<file path="src/rtl/sd_spi_pkg.sv">
// Shared types and protocol constants for the SPI-mode SD host.
package sd_spi_pkg;

    typedef enum logic [3:0] {
        ST_IDLE,
        ST_CMD,
        ST_RESP,
        ST_RD_TOKEN,
        ST_RD_DATA,
        ST_RD_CRC,
        ST_WR_GAP,
        ST_WR_TOKEN,
        ST_WR_DATA,
        ST_WR_CRC,
        ST_WR_DRESP,
        ST_WR_BUSY,
        ST_DONE
    } state_t;

    localparam logic [5:0]  CMD_READ    = 6'd17;
    localparam logic [5:0]  CMD_WRITE   = 6'd24;
    localparam logic [7:0]  START_TOKEN = 8'hFE;
    localparam logic [4:0]  DRESP_OK    = 5'b00101;
    localparam logic [6:0]  CRC7_POLY   = 7'h09;
    localparam logic [15:0] CRC16_POLY  = 16'h1021;

endpackage

</file>
<file path="src/rtl/sd_crc_serial.sv">
// Bit-serial MSB-first CRC register, zero init; clr has priority over en.
module sd_crc_serial #(
    parameter int unsigned      WIDTH = 7,
    parameter logic [WIDTH-1:0] POLY  = 7'h09
) (
    input  logic             clk,
    input  logic             rst_n,
    input  logic             clr,
    input  logic             en,
    input  logic             din,
    output logic [WIDTH-1:0] crc
);

    logic [WIDTH-1:0] r_crc;
    logic             w_fb;

    assign w_fb = r_crc[WIDTH-1] ^ din;
    assign crc  = r_crc;

    always_ff @(posedge clk or negedge rst_n) begin
        if (!rst_n) begin
            r_crc <= '0;
        end else if (clr) begin
            r_crc <= '0;
        end else if (en) begin
            r_crc <= {r_crc[WIDTH-2:0], 1'b0} ^ (w_fb ? POLY : '0);
        end
    end

endmodule

</file>
<file path="src/rtl/sd_spi_host.sv">
// SPI-mode SD host: one CMD17/CMD24 single-block transfer per request,
// CRC7 on the command, CRC16 on the 64-bit data block.
module sd_spi_host
    import sd_spi_pkg::*;
#(
    parameter int unsigned GAP_BYTES = 1,
    parameter int unsigned TIMEOUT   = 1024
) (
    input  logic        clk,
    input  logic        rst_n,
    input  logic        in_valid,
    input  logic        in_write,
    input  logic [15:0] in_addr,
    input  logic [63:0] in_wdata,
    output logic        busy,
    output logic        out_valid,
    output logic [63:0] out_rdata,
    output logic        out_err,
    input  logic        MISO,
    output logic        MOSI
);

    localparam int unsigned TO_W    = $clog2(TIMEOUT + 1);
    localparam logic [TO_W-1:0] TO_LAST = TO_W'(TIMEOUT - 1);
    // The RESP->WR_GAP edge already yields one high cycle, and the token's
    // seven leading ones follow, so the gap state itself runs 8*GAP-1 edges.
    localparam logic [8:0]  GAP_LAST = 9'(8 * GAP_BYTES - 2);

    state_t          r_state, w_state;
    logic [8:0]      r_cnt, w_cnt;
    logic [TO_W-1:0] r_to, w_to;
    logic [39:0]     r_frame, w_frame;
    logic            r_write, w_write;
    logic [63:0]     r_data, w_data;
    logic [14:0]     r_sh, w_sh;
    logic [63:0]     r_rdata, w_rdata;
    logic            r_err, w_err;
    logic            r_mosi, w_mosi;

    logic            w_crc_clr, w_c7_en, w_c7_din, w_c16_en, w_c16_din;
    logic [6:0]      w_crc7;
    logic [15:0]     w_crc16;
    logic [7:0]      w_miso_byte;
    logic [15:0]     w_miso_crc;
    logic            w_to_hit;
    logic            w_frame_bit, w_crc7_bit;

    assign w_miso_byte = {r_sh[6:0], MISO};
    assign w_miso_crc  = {r_sh, MISO};
    assign w_to_hit    = (r_to == TO_LAST);
    assign w_frame_bit = r_frame[6'(9'd39 - r_cnt)];
    assign w_crc7_bit  = w_crc7[3'(9'd46 - r_cnt)];

    sd_crc_serial #(.WIDTH(7), .POLY(CRC7_POLY)) u_crc7 (
        .clk  (clk),
        .rst_n(rst_n),
        .clr  (w_crc_clr),
        .en   (w_c7_en),
        .din  (w_c7_din),
        .crc  (w_crc7)
    );

    sd_crc_serial #(.WIDTH(16), .POLY(CRC16_POLY)) u_crc16 (
        .clk  (clk),
        .rst_n(rst_n),
        .clr  (w_crc_clr),
        .en   (w_c16_en),
        .din  (w_c16_din),
        .crc  (w_crc16)
    );

    always_ff @(posedge clk or negedge rst_n) begin
        if (!rst_n) begin
            r_state <= ST_IDLE;
        end else begin
            r_state <= w_state;
        end
    end

    always_ff @(posedge clk or negedge rst_n) begin
        if (!rst_n) begin
            r_cnt   <= '0;
            r_to    <= '0;
            r_frame <= '0;
            r_write <= 1'b0;
            r_data  <= '0;
            r_sh    <= '0;
            r_rdata <= '0;
            r_err   <= 1'b0;
            r_mosi  <= 1'b1;
        end else begin
            r_cnt   <= w_cnt;
            r_to    <= w_to;
            r_frame <= w_frame;
            r_write <= w_write;
            r_data  <= w_data;
            r_sh    <= w_sh;
            r_rdata <= w_rdata;
            r_err   <= w_err;
            r_mosi  <= w_mosi;
        end
    end

    always_comb begin
        w_state   = r_state;
        w_cnt     = r_cnt;
        w_to      = r_to;
        w_frame   = r_frame;
        w_write   = r_write;
        w_data    = r_data;
        w_sh      = r_sh;
        w_rdata   = r_rdata;
        w_err     = r_err;
        w_mosi    = 1'b1;
        w_crc_clr = 1'b0;
        w_c7_en   = 1'b0;
        w_c7_din  = 1'b0;
        w_c16_en  = 1'b0;
        w_c16_din = 1'b0;

        unique case (r_state)
            ST_IDLE: begin
                w_crc_clr = 1'b1;
                w_err     = 1'b0;
                w_cnt     = '0;
                if (in_valid) begin
                    // Leading '0' goes out on the accept edge; it leaves a zero CRC7 unchanged.
                    w_write = in_write;
                    w_frame = {2'b01, (in_write ? CMD_WRITE : CMD_READ), 16'h0000, in_addr};
                    w_data  = in_wdata;
                    w_mosi  = 1'b0;
                    w_cnt   = 9'd1;
                    w_state = ST_CMD;
                end
            end
            ST_CMD: begin
                if (r_cnt <= 9'd39) begin
                    w_mosi   = w_frame_bit;
                    w_c7_en  = 1'b1;
                    w_c7_din = w_frame_bit;
                end else if (r_cnt <= 9'd46) begin
                    w_mosi = w_crc7_bit;
                end
                w_cnt = r_cnt + 9'd1;
                if (r_cnt == 9'd47) begin
                    w_cnt   = '0;
                    w_to    = '0;
                    w_state = ST_RESP;
                end
            end
            ST_RESP, ST_WR_DRESP: begin
                if (r_cnt == 9'd0) begin
                    if (!MISO) begin
                        w_sh  = {r_sh[13:0], MISO};
                        w_cnt = 9'd1;
                    end else if (w_to_hit) begin
                        w_err   = 1'b1;
                        w_state = ST_DONE;
                    end else begin
                        w_to = r_to + 1'b1;
                    end
                end else begin
                    w_sh  = {r_sh[13:0], MISO};
                    w_cnt = r_cnt + 9'd1;
                    if (r_cnt == 9'd7) begin
                        w_cnt = '0;
                        w_to  = '0;
                        if (r_state == ST_RESP) begin
                            if (w_miso_byte == 8'h00) begin
                                w_state = r_write ? ST_WR_GAP : ST_RD_TOKEN;
                            end else begin
                                w_err   = 1'b1;
                                w_state = ST_DONE;
                            end
                        end else if (w_miso_byte[4:0] == DRESP_OK) begin
                            w_state = ST_WR_BUSY;
                        end else begin
                            w_err   = 1'b1;
                            w_state = ST_DONE;
                        end
                    end
                end
            end
            ST_RD_TOKEN: begin
                if (!MISO) begin
                    w_cnt   = '0;
                    w_state = ST_RD_DATA;
                end else if (w_to_hit) begin
                    w_err   = 1'b1;
                    w_state = ST_DONE;
                end else begin
                    w_to = r_to + 1'b1;
                end
            end
            ST_RD_DATA: begin
                w_data    = {r_data[62:0], MISO};
                w_c16_en  = 1'b1;
                w_c16_din = MISO;
                w_cnt     = r_cnt + 9'd1;
                if (r_cnt == 9'd63) begin
                    w_cnt   = '0;
                    w_state = ST_RD_CRC;
                end
            end
            ST_RD_CRC: begin
                w_sh  = {r_sh[13:0], MISO};
                w_cnt = r_cnt + 9'd1;
                if (r_cnt == 9'd15) begin
                    if (w_miso_crc == w_crc16) begin
                        w_rdata = r_data;
                    end else begin
                        w_err = 1'b1;
                    end
                    w_state = ST_DONE;
                end
            end
            ST_WR_GAP: begin
                w_cnt = r_cnt + 9'd1;
                if (r_cnt == GAP_LAST) begin
                    w_cnt   = '0;
                    w_state = ST_WR_TOKEN;
                end
            end
            ST_WR_TOKEN: begin
                w_mosi = START_TOKEN[~r_cnt[2:0]];
                w_cnt  = r_cnt + 9'd1;
                if (r_cnt == 9'd7) begin
                    w_cnt   = '0;
                    w_state = ST_WR_DATA;
                end
            end
            ST_WR_DATA: begin
                w_mosi    = r_data[63];
                w_data    = {r_data[62:0], 1'b0};
                w_c16_en  = 1'b1;
                w_c16_din = r_data[63];
                w_cnt     = r_cnt + 9'd1;
                if (r_cnt == 9'd63) begin
                    w_cnt   = '0;
                    w_state = ST_WR_CRC;
                end
            end
            ST_WR_CRC: begin
                w_mosi = w_crc16[~r_cnt[3:0]];
                w_cnt  = r_cnt + 9'd1;
                if (r_cnt == 9'd15) begin
                    w_cnt   = '0;
                    w_to    = '0;
                    w_state = ST_WR_DRESP;
                end
            end
            ST_WR_BUSY: begin
                if (MISO) begin
                    w_state = ST_DONE;
                end else if (w_to_hit) begin
                    w_err   = 1'b1;
                    w_state = ST_DONE;
                end else begin
                    w_to = r_to + 1'b1;
                end
            end
            ST_DONE: begin
                w_state = ST_IDLE;
            end
            default: begin
                w_state = ST_IDLE;
            end
        endcase
    end

    assign MOSI      = r_mosi;
    assign busy      = (r_state != ST_IDLE) && (r_state != ST_DONE);
    assign out_valid = (r_state == ST_DONE);
    assign out_err   = r_err;
    assign out_rdata = r_rdata;

endmodule

</file>
<file path="config.mk">
export PLATFORM = sky130hd
export DESIGN_NAME = sd_spi_host
export DESIGN_NICKNAME = d
export VERILOG_FILES = /design/src/rtl/sd_spi_pkg.sv /design/src/rtl/sd_crc_serial.sv /design/src/rtl/sd_spi_host.sv
export SDC_FILE = /design/constraint.sdc
export NUM_CORES = 1
export LEC_CHECK = 0
export CELL_PAD_IN_SITES_DETAIL_PLACEMENT = 0
export CELL_PAD_IN_SITES_GLOBAL_PLACEMENT = 2
export CORE_MARGIN = 1
export CORE_UTILIZATION = 38
export CTS_BUF_LIST = sky130_fd_sc_hd__clkbuf_8
export CTS_CLUSTER_SIZE = 25
export DETAILED_ROUTE_END_ITERATION = 10
export GPL_TIMING_DRIVEN = 0
export PLACE_DENSITY = 0.84
export SETUP_SLACK_MARGIN = 0.3
export SYNTH_ARGS = -nofsm -noshare
export SYNTH_HDL_FRONTEND = slang
export SYNTH_HIERARCHICAL = 1
export SYNTH_SLANG_ARGS = --single-unit
</file>
<file path="constraint.sdc">
create_clock -name clk -period 3.45 [get_ports clk]
set_clock_uncertainty 0.1 [all_clocks]
set_input_delay 1.035 -clock clk [delete_from_list [all_inputs] [get_ports clk]]
set_output_delay 1.035 -clock clk [all_outputs]
set_load 0.03 [all_outputs]
</file>
==> results of run 1 <==
[placed cells by master, fill, tap and decap left out, types with 5 or more instances in the layout]
cell	instances
sky130_fd_sc_hd__a21oi_1	16
sky130_fd_sc_hd__a31oi_1	11
sky130_fd_sc_hd__and3_1	6
sky130_fd_sc_hd__buf_2	16
sky130_fd_sc_hd__buf_4	9
sky130_fd_sc_hd__buf_6	7
sky130_fd_sc_hd__clkbuf_1	14
sky130_fd_sc_hd__clkbuf_2	8
sky130_fd_sc_hd__clkbuf_8	52
sky130_fd_sc_hd__clkdlybuf4s50_1	149
sky130_fd_sc_hd__clkinv_2	6
sky130_fd_sc_hd__dfrtp_1	210
sky130_fd_sc_hd__ha_1	8
sky130_fd_sc_hd__inv_1	19
sky130_fd_sc_hd__mux2_2	37
sky130_fd_sc_hd__mux2_4	60
sky130_fd_sc_hd__mux2i_1	87
sky130_fd_sc_hd__mux4_2	10
sky130_fd_sc_hd__nand2_1	104
sky130_fd_sc_hd__nand2b_1	5
sky130_fd_sc_hd__nand3_1	15
sky130_fd_sc_hd__nand4_1	8
sky130_fd_sc_hd__nor2_1	51
sky130_fd_sc_hd__nor3_1	12
sky130_fd_sc_hd__nor4_1	8
sky130_fd_sc_hd__o21ai_0	81
sky130_fd_sc_hd__o31ai_1	6
sky130_fd_sc_hd__xnor2_1	21
[final cells by class]
| type | instances | area (sq um) | area share |
|---|---|---|---|
| clock inverters | 15 | 75.1 | 0.00557 |
| flip-flops and latches | 211 | 5280 | 0.392 |
| clock buffers | 52 | 716 | 0.0531 |
| repair buffers | 154 | 1570 | 0.117 |
| inverters | 13 | 51.3 | 0.00381 |
| multi-input cells | 632 | 4960 | 0.368 |
| plain buffers | 58 | 345 | 0.0256 |
| well taps | 372 | 465 | 0.0346 |
[flip-flops by register name, indices dropped and copies added (netlist names), 7 cells and up]
signal	cells
out_rdata	64
r_data	64
r_frame	19
u_crc16/crc	16
r_sh	15
r_to	11
r_cnt	9
u_crc7/crc	7
[through the flow]
stage               cell area (sq um)  setup TNS [ns]  utilization  setup WS, ns  std cells
floorplan                       10600               0            -         0.453        914
global placement                12600        -1733.39        0.463         -8.20       1438
detailed placement              12600           -9.00        0.464        -0.376       1439
CTS                             13400               0        0.494         0.190       1506
global route                    13500               0        0.496         0.194       1507
finish                          13500               0        0.496         0.281       1507
[worst max path at each step]
stage | startpoint | endpoint | slack (ns) | cells after the start
floorplan | r_state[0] | busy | 0.45 | 4
global route | r_state[0] | busy | 0.19 | 6
finish | r_state[0] | busy | 0.28 | 6
global placement | rst_n | r_data[13] | -8.20 | 1
CTS | r_state[2] | busy | 0.19 | 5
detailed placement | in_valid | r_data[30] | -0.38 | 8
[timing repair]
item                                    CTS  global route
gates resized for setup                  15            14
buffers inserted                          0             1
endpoints found under the setup margin   49            39
endpoints found under the hold margin     0             0
pin swaps                                 0             1
[worst reg2reg max path, delay by kind of cell (launching register included)]
family	cells	cell delay, ns
buffers and inverters	5	0.97
and+or+nand+nor	4	0.70
AOI/OAI and AO/OA	2	0.49
DFF	1	0.35
adders and majority gates	1	0.21
[power by group through the flow]
stage	sequential (mW)	clock, mW	combinational [mW]
after floorplan	3.66	0	2.93
after global placement	3.84	0	3.87
after detailed placement	3.86	0	3.91
after CTS	3.82	2.50	3.94
after global routing	3.92	2.62	4.40
final	3.81	2.42	3.98
[layer usage]
metal  vias up  global-route usage  part of all wire
li1       3675                   -                 -
met1      3771               0.256              0.46
met2       190               0.291              0.43
met3        39              0.0767             0.092
met4         0              0.0470             0.014
met5         -                   0                 0
[logic make-up (layout without fill, tap and decap cells)]
| logic type | count (synthesis) | count (layout) | share of synthesized area |
|---|---|---|---|
| flip-flops | 211 | 211 | 0.498 |
| adder cells (fa/ha/maj) | 8 | 8 | 0.00945 |
| AND/OR/NAND/NOR | 248 | 248 | 0.114 |
| buffers and inverters | 71 | 292 | 0.0354 |
| XOR/XNOR | 26 | 26 | 0.0222 |
| AO/OA/AOI/OAI | 156 | 156 | 0.0924 |
| multiplexers | 194 | 194 | 0.228 |
==> report_table.html, run 1 <==
<table>
<tr><th>Metric</th><th>Value</th></tr>
<tr><th colspan="2">Synthesis</th></tr>
<tr><td>Synth warnings</td><td>6</td></tr>
<tr><td>Synthesized Nets</td><td>1007</td></tr>
<tr><td>Synth top cells by count</td><td>210 x sky130_fd_sc_hd__dfrtp_1, 104 x sky130_fd_sc_hd__nand2_1, 87 x sky130_fd_sc_hd__mux2i_1</td></tr>
<tr><td>Top FF cell, synth</td><td>sky130_fd_sc_hd__dfrtp_1</td></tr>
<tr><td>Top cell type by total area after synthesis</td><td>sky130_fd_sc_hd__dfrtp_1</td></tr>
<tr><td>Flop and latch count out of synthesis</td><td>211</td></tr>
<tr><td>Post-synthesis instance area</td><td>10600 sq um</td></tr>
<tr><td>Proportion of netlist area held by the largest area contributor</td><td>0.496</td></tr>
<tr><td>Post-synthesis cell type count</td><td>72</td></tr>
<tr><td>Number of enable flip-flop cells after synthesis</td><td>0</td></tr>
<tr><td>Top cells by area, synth</td><td>sky130_fd_sc_hd__dfrtp_1 50%, sky130_fd_sc_hd__mux2_4 8.5%, sky130_fd_sc_hd__mux2i_1 8.2%</td></tr>
<tr><td>Register area share after synthesis</td><td>0.498</td></tr>
<tr><td>Post-Syn Instances</td><td>914</td></tr>
<tr><td>Most repeated cell in the gate-level netlist after synthesis</td><td>sky130_fd_sc_hd__dfrtp_1</td></tr>
<tr><td>Syn avg cell area</td><td>11.6 sq um</td></tr>
<tr><td>Share of synthesized registers carrying an async set or reset</td><td>1.00</td></tr>
<tr><th colspan="2">Clock tree</th></tr>
<tr><td>CTS tree</td><td>done</td></tr>
<tr><td>Clock slew seen by the registers of the worst setup and hold paths</td><td>0.06 ns</td></tr>
<tr><td>Clock buffers created by TritonCTS</td><td>39</td></tr>
<tr><td>Clock Sinks</td><td>211</td></tr>
<tr><td>Number of buffers inserted by hold repair at cts</td><td>0</td></tr>
<tr><td>Root buf cell</td><td>sky130_fd_sc_hd__clkbuf_8</td></tr>
<tr><td>CTS H-Tree Depth</td><td>2</td></tr>
<tr><td>Clock latency at the later pin of the worst-skew pair</td><td>0.54 ns</td></tr>
<tr><td>Clock Path Buffers</td><td>3</td></tr>
<tr><th colspan="2">Finish</th></tr>
<tr><td>Final antenna diode count</td><td>0</td></tr>
<tr><td>Layout area overhead</td><td>27.1%</td></tr>
<tr><td>Total Nets Final</td><td>1202</td></tr>
<tr><td>Share of cells above drive strength 1</td><td>0.204</td></tr>
<tr><td>Number of fillers in the final layout</td><td>2539</td></tr>
<tr><th colspan="2">Power and ir drop</th></tr>
<tr><td>Sequential group share of total power</td><td>0.373</td></tr>
<tr><td>Worst IR drop on VDD</td><td>0.354 mV</td></tr>
<tr><td>Sw frac</td><td>0.379</td></tr>
<tr><td>Power dissipated by switching net loads</td><td>3.87 mW</td></tr>
<tr><td>Leak Pwr</td><td>6.07 nW</td></tr>
<tr><td>Power Dens Cells</td><td>758 nW/um^2</td></tr>
<tr><td>Clock share of power</td><td>0.237</td></tr>
<tr><td>Internal power</td><td>6.34 mW</td></tr>
<tr><td>Final Total Pwr</td><td>10.2 mW</td></tr>
<tr><td>Combinational power share</td><td>0.390</td></tr>
<tr><th colspan="2">Worst hold path</th></tr>
<tr><td>Classification of the worst-slack hold path</td><td>flop to flop</td></tr>
<tr><td>Capture endpoint of the worst hold path</td><td>r_to[4]</td></tr>
<tr><td>Worst Hold Path Cells</td><td>1</td></tr>
<tr><td>Worst hold start</td><td>r_to[4]</td></tr>
<tr><th colspan="2">Global route</th></tr>
<tr><td>Number of antenna violations at the first check in global routing</td><td>0</td></tr>
<tr><td>Via count of the first global-routing pass</td><td>7905</td></tr>
<tr><td>GRT Residual Overflow</td><td>0</td></tr>
<tr><td>Global-route wire length before repair</td><td>43700 microns</td></tr>
<tr><td>Global-route usage over all layers</td><td>0.192</td></tr>
<tr><td>Pin count of the biggest net entering global routing</td><td>110</td></tr>
<tr><th colspan="2">Setup path</th></tr>
<tr><td>Startpoint of the worst register-to-register path</td><td>r_cnt[0]</td></tr>
<tr><td>Startpoint Class</td><td>flop</td></tr>
<tr><td>Ordered list of cells on the worst path</td><td>buf_4 &gt; nor2_4 &gt; nand2_1 &gt; inv_4 &gt; nor2_1 &gt; dlygate4sd2_1</td></tr>
<tr><td>Kind of cell with the highest combined delay on the critical path</td><td>buffers and inverters</td></tr>
<tr><td>Register-to-register path setup slack</td><td>0.53 ns</td></tr>
<tr><td>Endpoint kind of the worst setup timing path</td><td>output pin</td></tr>
<tr><td>Worst-case reg-to-reg path depth</td><td>12</td></tr>
<tr><td>Maximum fanout count along the critical path</td><td>10</td></tr>
<tr><td>Critical-path top delay cell</td><td>sky130_fd_sc_hd__dfrtp_1</td></tr>
<tr><td>Capture point of the worst reg-to-reg path</td><td>r_cnt[1]</td></tr>
<tr><td>Count of buffering cells on the critical path with inverters included</td><td>3</td></tr>
<tr><td>Critical setup path kind</td><td>flop to output pin</td></tr>
<tr><td>CP required</td><td>2.31 ns</td></tr>
<tr><td>Arr. time, crit path</td><td>2.03 ns</td></tr>
<tr><td>Slowest cell delay on critical path</td><td>0.42 ns</td></tr>
<tr><th colspan="2">Timing</th></tr>
<tr><td>Relative max-transition margin</td><td>0.363</td></tr>
<tr><td>Worst Tran Pin Value</td><td>0.943 ns</td></tr>
<tr><td>Unrepaired setup endpoints after global routing</td><td>true</td></tr>
<tr><td>Endpoints failing hold</td><td>0</td></tr>
<tr><td>Highest clock frequency the design can meet</td><td>0.316 GHz</td></tr>
<tr><td>Period utilization</td><td>0.918</td></tr>
<tr><td>Worst hold slack after final layout</td><td>0.388 ns</td></tr>
<tr><td>Max-slew violation total from the final report</td><td>0</td></tr>
<tr><td>Min cycle time layout</td><td>3.17 ns</td></tr>
<tr><td>Setup-failing EPs final</td><td>0</td></tr>
<tr><th colspan="2">Routing</th></tr>
<tr><td>Number of optimization iterations in the first detailed-route pass</td><td>5</td></tr>
<tr><td>Total wire length</td><td>26900 microns</td></tr>
<tr><td>Per-cell via count in the routed design</td><td>5.09</td></tr>
<tr><td>Mean routed wirelength per cell</td><td>17.8 microns</td></tr>
<tr><td>Number of nets still failing antenna checks after routing</td><td>0</td></tr>
<tr><td>Routed vias</td><td>7675</td></tr>
<tr><td>Number of DRC violations after detailed routing</td><td>0</td></tr>
<tr><td>Number of DRC violations after detailed-routing iteration 0</td><td>458</td></tr>
<tr><th colspan="2">Die</th></tr>
<tr><td>Placeable core region</td><td>27200 sq um</td></tr>
<tr><td>Vertical extent of the die</td><td>169 microns</td></tr>
<tr><td>Top-level I/O count</td><td>153</td></tr>
<tr><td>Die footprint</td><td>28600 sq um</td></tr>
<tr><td>Cell row count</td><td>60</td></tr>
<tr><td>Die width</td><td>169 microns</td></tr>
<tr><td>Initial core utilization</td><td>0.390</td></tr>
<tr><th colspan="2">Place</th></tr>
<tr><td>IO buf count</td><td>152</td></tr>
<tr><td>Detailed placer's ending HPWL</td><td>18500 microns</td></tr>
<tr><td>Weighted congestion reported at the end of routability-driven placement</td><td>0.809</td></tr>
<tr><th colspan="2">Run</th></tr>
<tr><td>Max-capacitance violation count</td><td>0</td></tr>
<tr><th colspan="2">Status</th></tr>
<tr><td>Outcome</td><td>finished, final reports clean</td></tr>
</table>
Note: power is estimated with default switching activity, not from simulation.
==> run 2: changes to the inputs <==
Settings changed: CTS_CLUSTER_DIAMETER from default to 50.
==> report_table.html, run 2 (synthesized netlist as in run 1, its figures left out) <==
<table>
<tr><th>Metric</th><th>Value</th></tr>
<tr><th colspan="2">Place</th></tr>
<tr><td>IO buf count</td><td>152 (unchanged)</td></tr>
<tr><td>Detailed placer's ending HPWL</td><td>18500 microns (unchanged)</td></tr>
<tr><td>Weighted congestion reported at the end of routability-driven placement</td><td>0.809 (unchanged)</td></tr>
<tr><td>Worst slack after detailed placement</td><td>-0.376 ns (unchanged)</td></tr>
<tr><td>Placed insts</td><td>1439 (unchanged)</td></tr>
<tr><th colspan="2">Timing</th></tr>
<tr><td>Least setup slack across all paths after layout</td><td>0.322 ns (+0.0411 ns)</td></tr>
<tr><td>Relative max-transition margin</td><td>0.364 (+0.00170)</td></tr>
<tr><td>Unrepaired setup endpoints after global routing</td><td>true</td></tr>
<tr><td>Min cycle time layout</td><td>3.13 ns (-0.0411 ns)</td></tr>
<tr><td>Endpoints failing hold</td><td>0 (unchanged)</td></tr>
<tr><td>Worst hold slack after final layout</td><td>0.390 ns (+0.00187 ns)</td></tr>
<tr><td>Worst Tran Pin Value</td><td>0.941 ns (-0.00252 ns)</td></tr>
<tr><td>Setup-failing EPs final</td><td>0 (unchanged)</td></tr>
<tr><td>Period utilization</td><td>0.907 (-0.0119)</td></tr>
<tr><td>Max-slew violation total from the final report</td><td>0 (unchanged)</td></tr>
<tr><td>Highest clock frequency the design can meet</td><td>0.320 GHz (+1.3%)</td></tr>
<tr><th colspan="2">Clock tree</th></tr>
<tr><td>Clock latency at the later pin of the worst-skew pair</td><td>0.58 ns (+0.04 ns)</td></tr>
<tr><td>CTS tree</td><td>done</td></tr>
<tr><td>Clock buffers created by TritonCTS</td><td>28 (-28%)</td></tr>
<tr><td>Clock Sinks</td><td>211 (unchanged)</td></tr>
<tr><td>CTS H-Tree Depth</td><td>1 (-1)</td></tr>
<tr><td>Root buf cell</td><td>sky130_fd_sc_hd__clkbuf_8</td></tr>
<tr><td>Clock Path Buffers</td><td>3 (unchanged)</td></tr>
<tr><td>Clock slew seen by the registers of the worst setup and hold paths</td><td>0.07 ns (about the same)</td></tr>
<tr><td>Number of buffers inserted by hold repair at cts</td><td>0 (unchanged)</td></tr>
<tr><th colspan="2">Finish</th></tr>
<tr><td>Leading cell type in the layout, fill and taps excluded</td><td>sky130_fd_sc_hd__dfrtp_1</td></tr>
<tr><td>Total Nets Final</td><td>1192 (-0.83%)</td></tr>
<tr><td>Share of cells above drive strength 1</td><td>0.199 (-0.00548)</td></tr>
<tr><td>Combined area of the multi-input logic cells</td><td>4970 sq um (+0.13%)</td></tr>
<tr><td>Number of fillers in the final layout</td><td>2565 (+1.0%)</td></tr>
<tr><td>Sequential cell area</td><td>5280 sq um (unchanged)</td></tr>
<tr><td>Leading cell types in the layout, fill and taps excluded</td><td>210 x sky130_fd_sc_hd__dfrtp_1, 149 x sky130_fd_sc_hd__clkdlybuf4s50_1, 104 x sky130_fd_sc_hd__nand2_1</td></tr>
<tr><td>Final antenna diode count</td><td>0 (unchanged)</td></tr>
<tr><td>Layout area overhead</td><td>26.6%</td></tr>
<tr><td>Final standard cell count with taps included and fillers excluded</td><td>1493 (-0.93%)</td></tr>
<tr><th colspan="2">Setup path</th></tr>
<tr><td>Startpoint Class</td><td>flop</td></tr>
<tr><td>Critical setup path kind</td><td>flop to output pin</td></tr>
<tr><td>Arr. time, crit path</td><td>1.99 ns (-0.04 ns)</td></tr>
<tr><td>CP required</td><td>2.31 ns (about the same)</td></tr>
<tr><td>Maximum fanout count along the critical path</td><td>10 (unchanged)</td></tr>
<tr><td>Endpoint kind of the worst setup timing path</td><td>output pin</td></tr>
<tr><th colspan="2">Routing</th></tr>
<tr><td>Number of DRC violations after detailed-routing iteration 0</td><td>425 (-7.2%)</td></tr>
<tr><td>Total wire length</td><td>26800 microns (-0.14%)</td></tr>
<tr><td>Number of DRC violations after detailed routing</td><td>0 (unchanged)</td></tr>
<tr><td>Routed met3 length</td><td>2390 microns (-3.6%)</td></tr>
<tr><td>Uppermost metal layer occupied by signal nets</td><td>met4</td></tr>
<tr><td>Mean routed wirelength per cell</td><td>18.0 microns (+0.79%)</td></tr>
<tr><td>Routed vias</td><td>7601 (-0.96%)</td></tr>
<tr><td>M1 WL</td><td>12100 microns (-1.8%)</td></tr>
<tr><td>Routed wl met2</td><td>11900 microns (+2.1%)</td></tr>
<tr><td>Per-cell via count in the routed design</td><td>5.09 (about the same)</td></tr>
<tr><td>Number of optimization iterations in the first detailed-route pass</td><td>5 (unchanged)</td></tr>
<tr><td>Number of nets still failing antenna checks after routing</td><td>0 (unchanged)</td></tr>
<tr><th colspan="2">Power and ir drop</th></tr>
<tr><td>Internal power</td><td>6.28 mW (-0.89%)</td></tr>
<tr><td>Sequential group share of total power</td><td>0.373 (about the same)</td></tr>
<tr><td>Power dissipated by switching net loads</td><td>3.91 mW (+1.1%)</td></tr>
<tr><td>Clock share of power</td><td>0.235 (-0.002)</td></tr>
<tr><td>Power Dens Cells</td><td>760 nW/um^2 (+0.28%)</td></tr>
<tr><td>Combinational power share</td><td>0.392 (+0.002)</td></tr>
<tr><td>Leak Pwr</td><td>5.98 nW (-1.5%)</td></tr>
<tr><td>Sw frac</td><td>0.384 (+0.00477)</td></tr>
<tr><td>Worst IR drop on VDD</td><td>0.385 mV (+8.9%)</td></tr>
<tr><th colspan="2">Global route</th></tr>
<tr><td>Global-route wire length before repair</td><td>43600 microns (-0.40%)</td></tr>
<tr><td>GRT Residual Overflow</td><td>0 (unchanged)</td></tr>
<tr><td>Via count of the first global-routing pass</td><td>7755 (-1.9%)</td></tr>
<tr><td>Pin count of the biggest net entering global routing</td><td>110 (unchanged)</td></tr>
<tr><td>Number of antenna violations at the first check in global routing</td><td>0 (unchanged)</td></tr>
<tr><td>Global-route usage over all layers</td><td>0.191 (-0.00117)</td></tr>
<tr><th colspan="2">Die</th></tr>
<tr><td>Cell row count</td><td>60 (unchanged)</td></tr>
<tr><td>Die width</td><td>169 microns (unchanged)</td></tr>
<tr><td>Placeable core region</td><td>27200 sq um (unchanged)</td></tr>
<tr><td>Vertical extent of the die</td><td>169 microns (unchanged)</td></tr>
<tr><td>Die footprint</td><td>28600 sq um (unchanged)</td></tr>
<tr><td>Top-level I/O count</td><td>153 (unchanged)</td></tr>
<tr><td>Initial core utilization</td><td>0.390 (unchanged)</td></tr>
<tr><th colspan="2">Run</th></tr>
<tr><td>Max-capacitance violation count</td><td>0 (unchanged)</td></tr>
<tr><th colspan="2">Worst hold path</th></tr>
<tr><td>Classification of the worst-slack hold path</td><td>flop to flop</td></tr>
<tr><th colspan="2">Status</th></tr>
<tr><td>Outcome</td><td>finished, final reports clean</td></tr>
</table>
[run 2: changes by cell type in the layout (fill, tap and decap cells not counted), sizes merged]
| cell | delta |
|---|---|
| bufinv | +6 |
| dlygate4sd2 | -1 |
| clkinvlp | +4 |
| clkdlybuf4s15 | +1 |
| buf | +2 |
| clkbuf | -23 |
| inv | -2 |
| dlygate4sd1 | -1 |
[run 2: cell type report]
cell class | count | area share
flip-flops and latches | 211 | 0.394
multi-input cells | 632 | 0.370
repair buffers | 155 | 0.118
well taps | 372 | 0.0347
clock buffers | 29 | 0.0298
plain buffers | 58 | 0.0259
clock inverters | 23 | 0.0241
inverters | 13 | 0.00382
[run 2: power by group through the flow]
stage                     logic (mW)  clock network, mW  registers, mW
after floorplan                 2.93                  0           3.66
after global placement          3.87                  0           3.84
after detailed placement        3.91                  0           3.86
after CTS                       3.96               2.46           3.81
after global routing            4.41               2.57           3.91
final                           4.00               2.39           3.81
[run 2: path summary, 6_finish.rpt]
check / from / endpoint / slack (ns) / cells past startpoint
max in group asynchronous: rst_n / r_frame[5] / 1.83 / 2
max reg2reg: r_cnt[0] / r_cnt[6] / 0.52 / 12
min: r_to[4] / r_to[4] / 0.39 / 1
min reg2reg: r_to[4] / r_to[4] / 0.39 / 1
min in group asynchronous: rst_n / r_to[10] / 0.42 / 1
max: r_state[0] / busy / 0.32 / 5
[run 2: what timing repair did]
action / 4_1_cts / 5_1_grt
endpoints found under the setup margin: 42 / 29
resized for setup: 20 / 14
pin swaps: 0 / 1
buffers inserted: 0 / 2
[run 2: critical path, stage by stage, from the launching register on]
cell,delay (ns)
sky130_fd_sc_hd__dfrtp_1,0.42
sky130_fd_sc_hd__buf_4,0.24
sky130_fd_sc_hd__buf_2,0.27
sky130_fd_sc_hd__nor3_4,0.07
sky130_fd_sc_hd__nor2_1,0.11
sky130_fd_sc_hd__clkdlybuf4s15_2,0.30
[run 2: routing by layer]
metal  vias to the layer above  global-route usage
li1                       3658                   -
met1                      3726               0.257
met2                       185               0.293
met3                        32              0.0734
met4                         0              0.0368
met5                         -                   0
[run 2: stage by stage]
stage | TNS (ns) | instance area, sq um | util | power, mW
2_1_floorplan | 0 | 10600 | - | 6.60
3_3_place_gp | -1733.39 | 12600 | 0.463 | 7.71
3_5_place_dp | -9.00 | 12600 | 0.464 | 7.77
4_1_cts | 0 | 13400 | 0.492 | 10.2
5_1_grt | 0 | 13400 | 0.494 | 10.9
6_report | 0 | 13400 | 0.494 | 10.2
